==> config.mk <==
export PLATFORM = sky130hd
export DESIGN_NAME = video_mode_controller
export DESIGN_NICKNAME = d
export VERILOG_FILES = /design/src/rtl/video_mode_controller.sv
export SDC_FILE = /design/constraint.sdc
export NUM_CORES = 1
export LEC_CHECK = 0
export ABC_AREA = 1
export BUFFER_PORTS_ARGS = -buffer_cell sky130_fd_sc_hd__buf_2
export CAP_MARGIN = 20
export CORE_ASPECT_RATIO = 1.75
export CORE_MARGIN = 1.5
export CORE_UTILIZATION = 59
export CTS_BUF_LIST = sky130_fd_sc_hd__clkbuf_16
export DETAILED_ROUTE_END_ITERATION = 10
export PLACE_DENSITY_LB_ADDON = 0.1
export SLEW_MARGIN = 5
export SYNTH_ARGS = -nofsm -noshare
export SYNTH_HDL_FRONTEND = slang
export SYNTH_SLANG_ARGS = --single-unit
==> constraint.sdc <==
create_clock -name clock -period 6.5 [get_ports clock]
set_clock_uncertainty 0.2 [all_clocks]
set_input_delay 0.325 -clock clock [delete_from_list [all_inputs] [get_ports clock]]
set_output_delay 0.325 -clock clock [all_outputs]
set_load 0.1 [all_outputs]
==> src/rtl/video_mode_controller.sv <==
// Video timing mode controller: shadow timing registers written through a
// ready/valid port, validated on commit and swapped into the active set on a frame boundary.
module video_mode_controller #(
   parameter int xresolution = 10,
   parameter int yresolution = 10,
   parameter int BlankFrames = 2,
   localparam int DW = (xresolution > yresolution) ? xresolution : yresolution
) (
   input  logic                   clock,
   input  logic                   reset,
   input  logic                   CfgValid,
   output logic                   CfgReady,
   input  logic [2:0]             CfgSelect,
   input  logic [DW-1:0]          CfgData,
   input  logic                   CfgCommit,
   input  logic                   LineEnd,
   input  logic                   FrameEnd,
   output logic [xresolution-1:0] HSynchPulse,
   output logic [xresolution-1:0] HFrontPorch,
   output logic [xresolution-1:0] HActiveVideo,
   output logic [xresolution-1:0] HBackPorch,
   output logic [yresolution-1:0] VSynchPulse,
   output logic [yresolution-1:0] VFrontPorch,
   output logic [yresolution-1:0] VActiveVideo,
   output logic [yresolution-1:0] VBackPorch,
   output logic                   VideoEnable,
   output logic                   ModeBusy,
   output logic                   ModeChanged,
   output logic                   CfgError
);

   localparam logic [1:0] IDLE    = 2'd0;
   localparam logic [1:0] PENDING = 2'd1;
   localparam logic [1:0] BLANK   = 2'd2;

   localparam logic [xresolution-1:0] H_DEF [4] =
      '{xresolution'(96), xresolution'(16), xresolution'(640), xresolution'(48)};
   localparam logic [yresolution-1:0] V_DEF [4] =
      '{yresolution'(2), yresolution'(10), yresolution'(480), yresolution'(33)};

   logic [1:0]             state;
   logic [3:0]             frame_cnt;
   logic [xresolution-1:0] sh_h [4];
   logic [yresolution-1:0] sh_v [4];
   logic [xresolution-1:0] act_h [4];
   logic [yresolution-1:0] act_v [4];
   logic [xresolution-1:0] nh [4];
   logic [yresolution-1:0] nv [4];
   logic [xresolution+1:0] h_sum;
   logic [yresolution+1:0] v_sum;
   logic                   wr, cm, set_ok, frame_tick;

   assign frame_tick = LineEnd & FrameEnd;
   assign CfgReady   = (state == IDLE);
   assign ModeBusy   = (state != IDLE);

   // Shadow set as it will look after this edge, so a same-cycle write is
   // included in the commit check.
   always_comb begin
      wr     = CfgValid  && (state == IDLE);
      cm     = CfgCommit && (state == IDLE);
      h_sum  = '0;
      v_sum  = '0;
      set_ok = 1'b1;
      for (int i = 0; i < 4; i++) begin
         nh[i] = (wr && CfgSelect == 3'(i))     ? CfgData[xresolution-1:0] : sh_h[i];
         nv[i] = (wr && CfgSelect == 3'(i + 4)) ? CfgData[yresolution-1:0] : sh_v[i];
         h_sum = h_sum + (xresolution+2)'(nh[i]);
         v_sum = v_sum + (yresolution+2)'(nv[i]);
         if (nh[i] == '0 || nv[i] == '0) set_ok = 1'b0;
      end
      if (h_sum[xresolution+1:xresolution] != 2'b00) set_ok = 1'b0;
      if (v_sum[yresolution+1:yresolution] != 2'b00) set_ok = 1'b0;
   end

   always_ff @(posedge clock or posedge reset) begin
      if (reset) begin
         state       <= IDLE;
         frame_cnt   <= '0;
         sh_h        <= H_DEF;
         sh_v        <= V_DEF;
         act_h       <= H_DEF;
         act_v       <= V_DEF;
         VideoEnable <= 1'b1;
         ModeChanged <= 1'b0;
         CfgError    <= 1'b0;
      end else begin
         sh_h        <= nh;
         sh_v        <= nv;
         ModeChanged <= 1'b0;
         case (state)
            IDLE: begin
               if (cm) begin
                  CfgError <= !set_ok;
                  if (set_ok) state <= PENDING;
               end else if (wr) begin
                  CfgError <= 1'b0;
               end
            end
            PENDING: begin
               if (frame_tick) begin
                  act_h       <= sh_h;
                  act_v       <= sh_v;
                  ModeChanged <= 1'b1;
                  VideoEnable <= 1'b0;
                  frame_cnt   <= '0;
                  state       <= BLANK;
               end
            end
            BLANK: begin
               if (frame_tick) begin
                  frame_cnt <= frame_cnt + 4'd1;
                  if (frame_cnt + 4'd1 == 4'(BlankFrames)) begin
                     state       <= IDLE;
                     VideoEnable <= 1'b1;
                  end
               end
            end
            default: state <= IDLE;
         endcase
      end
   end

   assign HSynchPulse  = act_h[0];
   assign HFrontPorch  = act_h[1];
   assign HActiveVideo = act_h[2];
   assign HBackPorch   = act_h[3];
   assign VSynchPulse  = act_v[0];
   assign VFrontPorch  = act_v[1];
   assign VActiveVideo = act_v[2];
   assign VBackPorch   = act_v[3];

endmodule

==> impl_metrics.xml, run 1 <==
<?xml version="1.0" encoding="UTF-8"?>
<metrics>
  <group name="logic_synthesis">
    <metric name="netlist_instances" unit="">1015</metric>
    <metric name="netlist_area" unit="um^2">8750</metric>
    <metric name="synth.area.top_cells" unit="">sky130_fd_sc_hd__dfrtp_1, sky130_fd_sc_hd__nand2_1, sky130_fd_sc_hd__dfstp_2, sky130_fd_sc_hd__fa_1, sky130_fd_sc_hd__inv_1</metric>
    <metric name="netlist.top_cell.by_area" unit="">sky130_fd_sc_hd__dfrtp_1</metric>
    <metric name="distinct_cells_synth" unit="">38</metric>
    <metric name="synth_nets" unit="">1096</metric>
    <metric name="synthesis.yosys.warnings" unit="">0</metric>
    <metric name="synth_top_area_share" unit="%">38.9</metric>
    <metric name="avgSynthCellArea" unit="um^2">8.63</metric>
    <metric name="synth_sequential_area_ratio" unit="%">48.8</metric>
    <metric name="synth.ff_latch_count" unit="">169</metric>
  </group>
  <group name="die">
    <metric name="floorplan.initialDensity" unit="%">60.6</metric>
    <metric name="core_area" unit="um^2">14400</metric>
    <metric name="design.die.area" unit="um^2">15600</metric>
    <metric name="dieHeight" unit="um">164</metric>
    <metric name="die_x" unit="um">95.1</metric>
    <metric name="io-pin-count" unit="">104</metric>
    <metric name="rows" unit="">58</metric>
  </group>
  <group name="worst_setup_path">
    <metric name="reg2reg_depth" unit="">24</metric>
    <metric name="path_class" unit="">reg2reg</metric>
    <metric name="cp_data_required_time" unit="ps">6620</metric>
    <metric name="worst-endpoint-arrival" unit="ps">5020</metric>
    <metric name="path_cells" unit="">inv_1 -&gt; ha_1 -&gt; nand2_4 -&gt; nor2_8 -&gt; nand2_2 -&gt; o21ai_1 -&gt; inv_1 -&gt; fa_1 -&gt; inv_1 -&gt; fa_1 -&gt; inv_1 -&gt; ha_1 -&gt; a21oi_1 -&gt; o21ai_0 -&gt; a31oi_1 -&gt; nand2_1 -&gt; nand2_1 -&gt; nand2_1 -&gt; nor2_2 -&gt; nand3_2 -&gt; nand2_2 -&gt; nand3_2 -&gt; nand2_1 -&gt; nand2_1</metric>
    <metric name="startpoint_of_the_worst_register_to_register_path" unit="">state[0]$_DFFE_PP0P_</metric>
    <metric name="critical_path.max_stage_delay" unit="ps">550</metric>
    <metric name="cp_common_cell" unit="">sky130_fd_sc_hd__nand2_1</metric>
    <metric name="timing.critical_path.slowest_stage_cell" unit="">sky130_fd_sc_hd__fa_1</metric>
    <metric name="cp-end-kind" unit="">flop</metric>
    <metric name="ff_to_ff_end" unit="">state[1]$_DFFE_PP0P_</metric>
    <metric name="worst_setup_path_start_kind" unit="">flop</metric>
    <metric name="ff2ff_setup_slack" unit="ps">1600</metric>
    <metric name="critical_path_peak_fanout" unit="">20</metric>
  </group>
  <group name="cells_and_area">
    <metric name="layout.filler_cells" unit="">1234</metric>
    <metric name="num_antenna_cells" unit="">0</metric>
    <metric name="layout_commonest_cell" unit="">sky130_fd_sc_hd__nand2_1</metric>
    <metric name="syn_to_final_growth" unit="%">13.7</metric>
    <metric name="commonest_cells_after_routing_fill_and_taps_aside" unit="">sky130_fd_sc_hd__nand2_1, sky130_fd_sc_hd__inv_1, sky130_fd_sc_hd__dfrtp_1</metric>
    <metric name="combined_area_of_the_multi_input_logic_cells" unit="um^2">3580</metric>
    <metric name="final_layout_size_suffix_gt1_share" unit="%">17.9</metric>
    <metric name="design.final.nets" unit="">1194</metric>
    <metric name="register_area" unit="um^2">4270</metric>
  </group>
  <group name="routing">
    <metric name="drt_wl_total" unit="um">22300</metric>
    <metric name="avgViaCountPerCell" unit="">5.13</metric>
    <metric name="vias" unit="">6701</metric>
    <metric name="drc_errors_left" unit="">0</metric>
    <metric name="drt_pre_antenna_iters" unit="">5</metric>
    <metric name="detail-route-antenna-nets" unit="">0</metric>
    <metric name="wire_per_inst" unit="um">17.1</metric>
    <metric name="drt_first_iter_violations" unit="">326</metric>
  </group>
  <group name="sta">
    <metric name="final.min_clock_period" unit="ps">4900</metric>
    <metric name="grt_setup_unrepaired" unit="">no</metric>
    <metric name="max_freq" unit="GHz">0.204</metric>
    <metric name="setup-tns-final" unit="ps">0</metric>
    <metric name="final-max-slew-violation-count" unit="">0</metric>
    <metric name="final_hold_viol_count" unit="">0</metric>
    <metric name="period_share" unit="%">75.3</metric>
    <metric name="count_of_endpoints_failing_setup_in_the_final_report" unit="">0</metric>
    <metric name="max-slew-margin-rel" unit="%">32.8</metric>
    <metric name="transition_at_the_pin_with_the_smallest_max_transition_slack" unit="ps">1010</metric>
  </group>
  <group name="clocking">
    <metric name="postCtsSetupBuffers" unit="">0</metric>
    <metric name="numClockSinks" unit="">169</metric>
    <metric name="clkTransAtPathRegs" unit="ps">70</metric>
    <metric name="cts-hold-fix-buffers" unit="">2</metric>
    <metric name="cts_tree" unit="">yes</metric>
    <metric name="number_of_buffers_on_the_longest_clock_path" unit="">2</metric>
    <metric name="worstSkewPairLatency" unit="ps">430</metric>
    <metric name="post_cts_resize_count" unit="">0</metric>
    <metric name="ctsHtreeMaxLevel" unit="">4</metric>
    <metric name="cts_made_buffers" unit="">17</metric>
    <metric name="cts_root_buffer" unit="">sky130_fd_sc_hd__clkbuf_16</metric>
  </group>
  <group name="placed_design">
    <metric name="dp_hpwl" unit="um">16700</metric>
    <metric name="globalplace.congestion" unit="">1.04</metric>
    <metric name="port_buffer_count" unit="">103</metric>
  </group>
  <group name="hold_path">
    <metric name="holdPathEnd" unit="">sh_h[37]$_DFF_PP0_</metric>
    <metric name="path_category_of_the_worst_min_delay_check" unit="">in2reg</metric>
    <metric name="worstHoldPathCells" unit="">3</metric>
    <metric name="worstHoldStart" unit="">CfgData[7]</metric>
  </group>
  <group name="flow_run">
    <metric name="maxCapViolations" unit="">0</metric>
  </group>
  <group name="global_route">
    <metric name="initial_antenna_violation_count" unit="">0</metric>
    <metric name="globalRouteOverflowTotal" unit="">0</metric>
    <metric name="grt_use_total" unit="%">31.2</metric>
    <metric name="grt_pass1_wl" unit="um">35200</metric>
    <metric name="first_global_vias" unit="">6834</metric>
    <metric name="maximum_number_of_pins_on_one_net_before_global_route_repair" unit="">93</metric>
  </group>
  <group name="run_status">
    <metric name="status" unit="">finished, final reports clean</metric>
  </group>
</metrics>
==> through the flow <==
step | setup WS (ps) | utilization (%) | hold WS (ps) | instance area (um^2) | std cells
6_report | 1600 | 69.0 | 133 | 9960 | 1306
5_1_grt | 1200 | 69.0 | 131 | 9960 | 1306
4_1_cts | 1630 | 69.0 | 113 | 9960 | 1306
3_5_place_dp | 1690 | 64.8 | 254 | 9360 | 1272
3_3_place_gp | 1700 | 64.8 | 251 | 9360 | 1272
2_1_floorplan | 1450 | - | 248 | 8750 | 1015
==> flip-flops by register name, summed over array words and instances, names as in the netlist <==
| name | count |
|---|---|
| frame_cnt | 4 |
| HActiveVideo | 10 |
| VFrontPorch | 10 |
| VSynchPulse | 10 |
| ModeChanged | 1 |
| HBackPorch | 10 |
| state | 2 |
| sh_v | 40 |
| CfgError | 1 |
| sh_h | 40 |
| HFrontPorch | 10 |
| VideoEnable | 1 |
| HSynchPulse | 10 |
| VActiveVideo | 10 |
| VBackPorch | 10 |
==> final cells by class <==
type	instances	share of cell area (%)
multi-input cells	619	36.0
clock inverters	15	1.50
repair buffers	108	5.60
clock buffers	17	4.27
flip-flops and latches	169	42.9
inverters	198	7.53
well taps	180	2.26
==> cells by family after synthesis <==
logic type | after synthesis | synth area share, %
adders and majority gates | 62 | 12.0
buffers and inverters | 227 | 10.3
DFF | 169 | 48.8
AOI/OAI and AO/OA | 150 | 8.96
and+or+nand+nor | 404 | 19.6
xor gates and xnor gates | 3 | 0.300
==> critical path: cells and delay by family (launching register included) <==
family | cells | cell delay (ps)
flops | 1 | 410
fa+ha+maj | 4 | 1770
simple gates | 12 | 1360
compound gates | 4 | 700
buf+inv | 4 | 360
==> routing by layer <==
metal | track usage, % | vias to the layer above | part of all wire [%]
met5 | 0 | - | 0
met4 | 17.1 | 0 | 5.6
met3 | 4.49 | 64 | 3.9
met2 | 56.5 | 190 | 55
met1 | 34.1 | 3172 | 36
li1 | - | 3275 | -
==> how the worst max path moves through the flow <==
| stage | start | end | slack, ps | depth (start not counted) |
|---|---|---|---|---|
| finish | state[0]$_DFFE_PP0P_ | state[1]$_DFFE_PP0P_ | 1600 | 24 |
| global route | state[1]$_DFFE_PP0P_ | state[1]$_DFFE_PP0P_ | 1200 | 24 |
| CTS | state[0]$_DFFE_PP0P_ | state[1]$_DFFE_PP0P_ | 1630 | 24 |
| detailed placement | state[0]$_DFFE_PP0P_ | state[1]$_DFFE_PP0P_ | 1690 | 26 |
| global placement | state[0]$_DFFE_PP0P_ | state[1]$_DFFE_PP0P_ | 1700 | 23 |
| floorplan | reset | CfgError$_DFFE_PP0P_ | 1450 | 1 |
==> cell usage after synthesis (all sizes together) <==
cell and number:
nand4 6, a21oi 17, o21a 4, nor3 3
dfrtp 136, o21bai 1, clkbuf 17, fa 37
xor2 2, buf 12, and3 1, inv 198
o22ai 1, nand3 24, nor2 57, a21o 1
nand2 310, o211ai 1, xnor2 1, dfstp 33
o21ai 123, ha 25, a31oi 1, or2 1
nand3b 2, a211oi 1
Power of run 1 is not shown: default switching activity piles up to over one toggle a cycle in this logic, so the estimate is an artifact.
==> run 2: changes to the inputs <==
==> constraint.sdc (replaced) <==
create_clock -name clock -period 4.8 [get_ports clock]
set_clock_uncertainty 0.2 [all_clocks]
set_input_delay 0.24 -clock clock [delete_from_list [all_inputs] [get_ports clock]]
set_output_delay 0.24 -clock clock [all_outputs]
set_load 0.1 [all_outputs]
==> run 2 against run 1 <==
Worst hold slack got worse by 99 ps; worst setup slack got worse by 1300 ps; via count is 1.1% higher; global-route usage is essentially flat; first-iteration DRC count decreased by 12%; count of clock-buffer cells in the layout unchanged; maximum frequency grew 8.6%; critical path type unchanged; critical endpoint is now state[0]$_DFFE_PP0P_.
==> impl_metrics.xml, run 2 (synthesis results as in run 1) <==
<?xml version="1.0" encoding="UTF-8"?>
<metrics>
  <group name="worst_setup_path">
    <metric name="worst_setup_path_start_kind" unit="">flop</metric>
    <metric name="cp_data_required_time" unit="ps">4920</metric>
    <metric name="path_class" unit="">reg2reg</metric>
    <metric name="cp-end-kind" unit="">flop</metric>
    <metric name="critical_path_peak_fanout" unit="">20</metric>
    <metric name="worst-endpoint-arrival" unit="ps">4630</metric>
  </group>
  <group name="global_route">
    <metric name="first_global_vias" unit="">6855</metric>
    <metric name="groute.layer.met2.usage" unit="%">55.5</metric>
    <metric name="grt_pass1_wl" unit="um">35100</metric>
    <metric name="initial_antenna_violation_count" unit="">0</metric>
    <metric name="maximum_number_of_pins_on_one_net_before_global_route_repair" unit="">129</metric>
    <metric name="grt_use_met1" unit="%">33.2</metric>
    <metric name="gr-max-usage-layer" unit="">met2</metric>
    <metric name="globalRouteOverflowTotal" unit="">0</metric>
    <metric name="grt_use_total" unit="%">31.2</metric>
    <metric name="grt_util_met3" unit="%">4.44</metric>
  </group>
  <group name="cells_and_area">
    <metric name="num_antenna_cells" unit="">0</metric>
    <metric name="design.final.nets" unit="">1211</metric>
    <metric name="largest_registers" unit="">sh_h (40), sh_v (40)</metric>
    <metric name="layout_commonest_cell" unit="">sky130_fd_sc_hd__nand2_1</metric>
    <metric name="utilization" unit="%">70.5</metric>
    <metric name="syn_to_final_growth" unit="%">16.2</metric>
    <metric name="final_layout_size_suffix_gt1_share" unit="%">19.9</metric>
    <metric name="commonest_cells_after_routing_fill_and_taps_aside" unit="">sky130_fd_sc_hd__nand2_1, sky130_fd_sc_hd__inv_1, sky130_fd_sc_hd__dfrtp_1</metric>
  </group>
  <group name="run_status">
    <metric name="status" unit="">finished, final reports clean</metric>
  </group>
  <group name="routing">
    <metric name="avgViaCountPerCell" unit="">5.12</metric>
    <metric name="drc_errors_left" unit="">0</metric>
    <metric name="wire_per_inst" unit="um">17.1</metric>
    <metric name="drt_wl_total" unit="um">22600</metric>
    <metric name="vias" unit="">6777</metric>
    <metric name="detail-route-antenna-nets" unit="">0</metric>
    <metric name="drt_pre_antenna_iters" unit="">6</metric>
    <metric name="drt_first_iter_violations" unit="">287</metric>
  </group>
  <group name="die">
    <metric name="design.die.area" unit="um^2">15600</metric>
    <metric name="core_area" unit="um^2">14400</metric>
    <metric name="io-pin-count" unit="">104</metric>
    <metric name="floorplan.initialDensity" unit="%">60.6</metric>
    <metric name="die_x" unit="um">95.1</metric>
    <metric name="dieHeight" unit="um">164</metric>
    <metric name="rows" unit="">58</metric>
  </group>
  <group name="sta">
    <metric name="max-slew-margin-rel" unit="%">40.1</metric>
    <metric name="setup-tns-final" unit="ps">0</metric>
    <metric name="max_freq" unit="GHz">0.222</metric>
    <metric name="fin_ws" unit="ps">289</metric>
    <metric name="final_hold_viol_count" unit="">0</metric>
    <metric name="count_of_endpoints_failing_setup_in_the_final_report" unit="">0</metric>
    <metric name="final.min_clock_period" unit="ps">4510</metric>
    <metric name="final-max-slew-violation-count" unit="">0</metric>
    <metric name="period_share" unit="%">94.0</metric>
    <metric name="transition_at_the_pin_with_the_smallest_max_transition_slack" unit="ps">896</metric>
  </group>
  <group name="clocking">
    <metric name="cts_root_buffer" unit="">sky130_fd_sc_hd__clkbuf_16</metric>
    <metric name="cts_made_buffers" unit="">17</metric>
    <metric name="clkTransAtPathRegs" unit="ps">70</metric>
    <metric name="worstSkewPairLatency" unit="ps">430</metric>
    <metric name="number_of_buffers_on_the_longest_clock_path" unit="">2</metric>
    <metric name="ctsHtreeMaxLevel" unit="">4</metric>
    <metric name="cts_tree" unit="">yes</metric>
    <metric name="numClockSinks" unit="">169</metric>
  </group>
  <group name="placed_design">
    <metric name="post-place-ws" unit="ps">28.0</metric>
    <metric name="globalplace.congestion" unit="">0.982</metric>
    <metric name="port_buffer_count" unit="">103</metric>
    <metric name="dp_hpwl" unit="um">16800</metric>
  </group>
  <group name="flow_run">
    <metric name="maxCapViolations" unit="">0</metric>
  </group>
  <group name="hold_path">
    <metric name="path_category_of_the_worst_min_delay_check" unit="">in2reg</metric>
  </group>
</metrics>
run 2: worst max-delay path, stage by stage, from the launching register on:
cell and delay [ps]:
sky130_fd_sc_hd__dfrtp_1 410, sky130_fd_sc_hd__inv_2 110, sky130_fd_sc_hd__ha_4 200, sky130_fd_sc_hd__nand2_4 100
sky130_fd_sc_hd__nor2_4 200, sky130_fd_sc_hd__nand2_8 130, sky130_fd_sc_hd__o21ai_0 180, sky130_fd_sc_hd__inv_1 120
sky130_fd_sc_hd__fa_1 590, sky130_fd_sc_hd__inv_1 70, sky130_fd_sc_hd__fa_1 490, sky130_fd_sc_hd__inv_1 40
sky130_fd_sc_hd__ha_1 310, sky130_fd_sc_hd__nand2_1 90, sky130_fd_sc_hd__nor2_2 90, sky130_fd_sc_hd__and3_1 150
sky130_fd_sc_hd__nand3_1 80, sky130_fd_sc_hd__nand2_1 80, sky130_fd_sc_hd__nand2_1 40, sky130_fd_sc_hd__nand2_1 60
sky130_fd_sc_hd__nand3_1 80, sky130_fd_sc_hd__nor2_2 100, sky130_fd_sc_hd__nand3_2 140, sky130_fd_sc_hd__nand2_2 110
sky130_fd_sc_hd__nand3_2 70, sky130_fd_sc_hd__nand2_1 90, sky130_fd_sc_hd__nand2_1 50
run 2: layout make-up:
type	count	area, um^2
Clock inverter	15	154
Fill cell	1220	4270
Multi-Input combinational cell	619	3640
Sequential cell	169	4270
Clock buffer	17	425
Tap cell	180	225
Inverter	198	748
Timing Repair Buffer	125	711
run 2: what timing repair did:
action,in CTS,in global routing
hold endpoints to repair,34,0
pin swaps,0,4
gates resized for setup,2,19
hold buffers,2,0
setup buffers,0,6
endpoints found under the setup margin,1,3
run 2: stage by stage:
stage | hold WS, ps | cells | cell area [um^2]
after global routing | 43.1 | 1323 | 10200
after floorplan | 183 | 1015 | 8760
final | 33.7 | 1323 | 10200
after CTS | 25.0 | 1317 | 10100
after detailed placement | 254 | 1283 | 9460
after global placement | 249 | 1283 | 9460
run 2: path summary, 6_finish.rpt:
| kind | startpoint | to | slack, ps | cells after the start |
|---|---|---|---|---|
| worst max-delay path | state[1]$_DFFE_PP0P_ | state[0]$_DFFE_PP0P_ | 290 | 26 |
| worst min-delay path | CfgData[5] | sh_h[35]$_DFF_PP1_ | 30 | 3 |
| worst max register to register | state[1]$_DFFE_PP0P_ | state[0]$_DFFE_PP0P_ | 290 | 26 |
| worst min register to register | VFrontPorch[3]$_DFFE_PP1P_ | VFrontPorch[3]$_DFFE_PP1P_ | 260 | 2 |
| max in group asynchronous | reset | sh_h[18]$_DFF_PP0_ | 2870 | 4 |
| min in group asynchronous | reset | frame_cnt[1]$_DFFE_PP0P_ | 340 | 3 |
run 2: per-layer routing:
| metal | vias to the layer above | part of all wire [%] |
|---|---|---|
| met4 | 0 | 7.3 |
| met5 | - | 0 |
| li1 | 3318 | - |
| met1 | 3197 | 35 |
| met3 | 75 | 3.4 |
| met2 | 187 | 54 |
Power of run 2 is left out for the same reason.
==> run 3: changes to the inputs <==
--- a/config.mk
+++ b/config.mk
@@ -8,9 +8,11 @@
 export ABC_AREA = 1
 export BUFFER_PORTS_ARGS = -buffer_cell sky130_fd_sc_hd__buf_2
 export CAP_MARGIN = 20
+export CELL_PAD_IN_SITES_DETAIL_PLACEMENT = 0
+export CELL_PAD_IN_SITES_GLOBAL_PLACEMENT = 2
 export CORE_ASPECT_RATIO = 1.75
 export CORE_MARGIN = 1.5
-export CORE_UTILIZATION = 59
+export CORE_UTILIZATION = 36
 export CTS_BUF_LIST = sky130_fd_sc_hd__clkbuf_16
 export DETAILED_ROUTE_END_ITERATION = 10
 export PLACE_DENSITY_LB_ADDON = 0.1
==> run 3 against run 2 <==
Count of clock-buffer cells in the layout stayed put; design area is 1.9% higher; flip-flop and latch count stayed put; maximum frequency is 0.20% higher; non-clock buffer count is 7 higher; first-iteration DRC count is 19% higher; die area is 62% higher; critical path type unchanged; largest cell class unchanged.
==> impl_metrics.xml, run 3 (synthesis results as in run 1) <==
<?xml version="1.0" encoding="UTF-8"?>
<metrics>
  <group name="run_status">
    <metric name="status" unit="">finished, final reports clean</metric>
  </group>
  <group name="cells_and_area">
    <metric name="design.final.nets" unit="">1219</metric>
    <metric name="num_antenna_cells" unit="">0</metric>
    <metric name="layout.filler_cells" unit="">2500</metric>
    <metric name="final_layout_size_suffix_gt1_share" unit="%">19.8</metric>
    <metric name="largest_registers" unit="">sh_h (40), sh_v (40)</metric>
    <metric name="layout_commonest_cell" unit="">sky130_fd_sc_hd__nand2_1</metric>
    <metric name="commonest_cells_after_routing_fill_and_taps_aside" unit="">sky130_fd_sc_hd__nand2_1, sky130_fd_sc_hd__inv_1, sky130_fd_sc_hd__dfrtp_1</metric>
    <metric name="finish.cell_count_without_fillers" unit="">1459</metric>
    <metric name="syn_to_final_growth" unit="%">18.4</metric>
  </group>
  <group name="routing">
    <metric name="vias" unit="">6660</metric>
    <metric name="drt_first_iter_violations" unit="">341</metric>
    <metric name="detail-route-antenna-nets" unit="">0</metric>
    <metric name="drt_pre_antenna_iters" unit="">6</metric>
    <metric name="drc_errors_left" unit="">0</metric>
    <metric name="avgViaCountPerCell" unit="">4.56</metric>
    <metric name="drt_wl_total" unit="um">26400</metric>
    <metric name="wire_per_inst" unit="um">18.1</metric>
  </group>
  <group name="die">
    <metric name="die_x" unit="um">121</metric>
    <metric name="floorplan.initialDensity" unit="%">36.6</metric>
    <metric name="io-pin-count" unit="">104</metric>
    <metric name="core_area" unit="um^2">23900</metric>
    <metric name="rows" unit="">75</metric>
    <metric name="design.die.area" unit="um^2">25300</metric>
    <metric name="dieHeight" unit="um">209</metric>
  </group>
  <group name="worst_setup_path">
    <metric name="cp_launch_point" unit="">state[0]$_DFFE_PP0P_</metric>
    <metric name="critical_path.top_delay_family" unit="">adder cells</metric>
    <metric name="cp-end-kind" unit="">flop</metric>
    <metric name="critical_path_peak_fanout" unit="">5</metric>
    <metric name="worst-endpoint-arrival" unit="ps">4650</metric>
    <metric name="worst_setup_path_start_kind" unit="">flop</metric>
    <metric name="cp_data_required_time" unit="ps">4950</metric>
    <metric name="cp_common_cell" unit="">sky130_fd_sc_hd__nand2_1</metric>
    <metric name="reg2reg_depth" unit="">23</metric>
    <metric name="path_class" unit="">reg2reg</metric>
    <metric name="ff_to_ff_end" unit="">state[0]$_DFFE_PP0P_</metric>
    <metric name="timing.critical_path.slowest_stage_cell" unit="">sky130_fd_sc_hd__fa_1</metric>
    <metric name="path_cells" unit="">inv_2 -&gt; ha_4 -&gt; nand3_4 -&gt; nor2_4 -&gt; nand2_1 -&gt; o21ai_1 -&gt; inv_1 -&gt; fa_1 -&gt; inv_1 -&gt; fa_1 -&gt; ha_1 -&gt; a21oi_1 -&gt; o21ai_0 -&gt; nor2_1 -&gt; nand3_1 -&gt; nand2_1 -&gt; nand3_1 -&gt; nor2_2 -&gt; nand3_2 -&gt; nand2_2 -&gt; nand3_2 -&gt; nand2_1 -&gt; nand2_1</metric>
    <metric name="ff2ff_setup_slack" unit="ps">300</metric>
    <metric name="startpoint_of_the_worst_register_to_register_path" unit="">state[0]$_DFFE_PP0P_</metric>
    <metric name="critical_path.max_stage_delay" unit="ps">500</metric>
    <metric name="critical_path.n_buffers_inverters" unit="">3</metric>
  </group>
  <group name="global_route">
    <metric name="maximum_number_of_pins_on_one_net_before_global_route_repair" unit="">170</metric>
    <metric name="initial_antenna_violation_count" unit="">0</metric>
    <metric name="grt_use_total" unit="%">22.3</metric>
    <metric name="first_global_vias" unit="">7099</metric>
    <metric name="globalRouteOverflowTotal" unit="">0</metric>
    <metric name="grt_pass1_wl" unit="um">40500</metric>
  </group>
  <group name="clocking">
    <metric name="cts_root_buffer" unit="">sky130_fd_sc_hd__clkbuf_16</metric>
    <metric name="cts_made_buffers" unit="">17</metric>
    <metric name="ctsHtreeMaxLevel" unit="">4</metric>
    <metric name="worstSkewPairLatency" unit="ps">450</metric>
    <metric name="clkTransAtPathRegs" unit="ps">70</metric>
    <metric name="numClockSinks" unit="">169</metric>
    <metric name="cts_tree" unit="">yes</metric>
    <metric name="number_of_buffers_on_the_longest_clock_path" unit="">2</metric>
  </group>
  <group name="placed_design">
    <metric name="dp_hpwl" unit="um">19800</metric>
    <metric name="placed_cells_incl_taps" unit="">1413</metric>
    <metric name="globalplace.congestion" unit="">0.882</metric>
    <metric name="port_buffer_count" unit="">103</metric>
  </group>
  <group name="hold_path">
    <metric name="worstHoldPathCells" unit="">3</metric>
    <metric name="path_category_of_the_worst_min_delay_check" unit="">in2reg</metric>
    <metric name="worstHoldStart" unit="">CfgData[0]</metric>
    <metric name="holdPathEnd" unit="">sh_v[30]$_DFF_PP0_</metric>
  </group>
  <group name="sta">
    <metric name="grt_setup_unrepaired" unit="">no</metric>
    <metric name="final_hold_viol_count" unit="">0</metric>
    <metric name="max_freq" unit="GHz">0.222</metric>
    <metric name="final-max-slew-violation-count" unit="">0</metric>
    <metric name="final.min_clock_period" unit="ps">4500</metric>
    <metric name="transition_at_the_pin_with_the_smallest_max_transition_slack" unit="ps">1130</metric>
    <metric name="max-slew-margin-rel" unit="%">24.6</metric>
    <metric name="period_share" unit="%">93.8</metric>
    <metric name="count_of_endpoints_failing_setup_in_the_final_report" unit="">0</metric>
    <metric name="setup-tns-final" unit="ps">0</metric>
  </group>
  <group name="flow_run">
    <metric name="maxCapViolations" unit="">0</metric>
  </group>
</metrics>
## run 3: tightest hold or removal path, stage by stage
cell                      delay (ps)
sky130_fd_sc_hd__buf_2           210
sky130_fd_sc_hd__nand2_1         120
sky130_fd_sc_hd__nand2_2          80
## run 3: stage by stage
| step | hold slack (ps) | util [%] | setup slack, ps | area, um^2 |
|---|---|---|---|---|
| 2_1_floorplan | 183 | - | 173 | 8760 |
| 3_3_place_gp | 251 | 40.3 | 139 | 9650 |
| 4_1_cts | 31.4 | 42.8 | 75.1 | 10200 |
| 6_report | 49.2 | 43.3 | 299 | 10400 |
| 3_5_place_dp | 252 | 40.3 | 88.3 | 9650 |
| 5_1_grt | 47.6 | 43.3 | 25.0 | 10400 |
## run 3: worst max-delay path by stage
stage	endpoint	slack, ps	cells past startpoint
6_report	state[0]$_DFFE_PP0P_	300	23
5_1_grt	state[1]$_DFFE_PP0P_	30	26
3_5_place_dp	state[0]$_DFFE_PP0P_	90	27
2_1_floorplan	state[0]$_DFFE_PP0P_	170	25
4_1_cts	state[0]$_DFFE_PP0P_	80	27
3_3_place_gp	state[1]$_DFFE_PP0P_	140	24
## run 3: layout make-up
cell class / instances / area, um^2 / area share, %
well taps: 308 / 385 / 3.72
repair buffers: 132 / 783 / 7.56
clock buffers: 17 / 425 / 4.10
clock inverters: 15 / 110 / 1.06
flip-flops and latches: 169 / 4270 / 41.2
inverters: 198 / 748 / 7.22
multi-input cells: 620 / 3640 / 35.1
## run 3: what timing repair did
action	4_1_cts	5_1_grt
endpoints found under the setup margin	0	3
endpoints found under the hold margin	139	0
gates resized for setup	0	17
hold buffers	5	0
buffers inserted	0	8
## run 3: layer usage
layer | GRT usage [%] | wire (um) | up-vias
met4 | 13.8 | 1420 | 0
met3 | 2.77 | 570 | 57
met5 | 0 | 0 | -
met1 | 22.3 | 9460 | 3146
met2 | 42.8 | 14900 | 128
li1 | - | - | 3329
Power of run 3 is left out for the same reason.
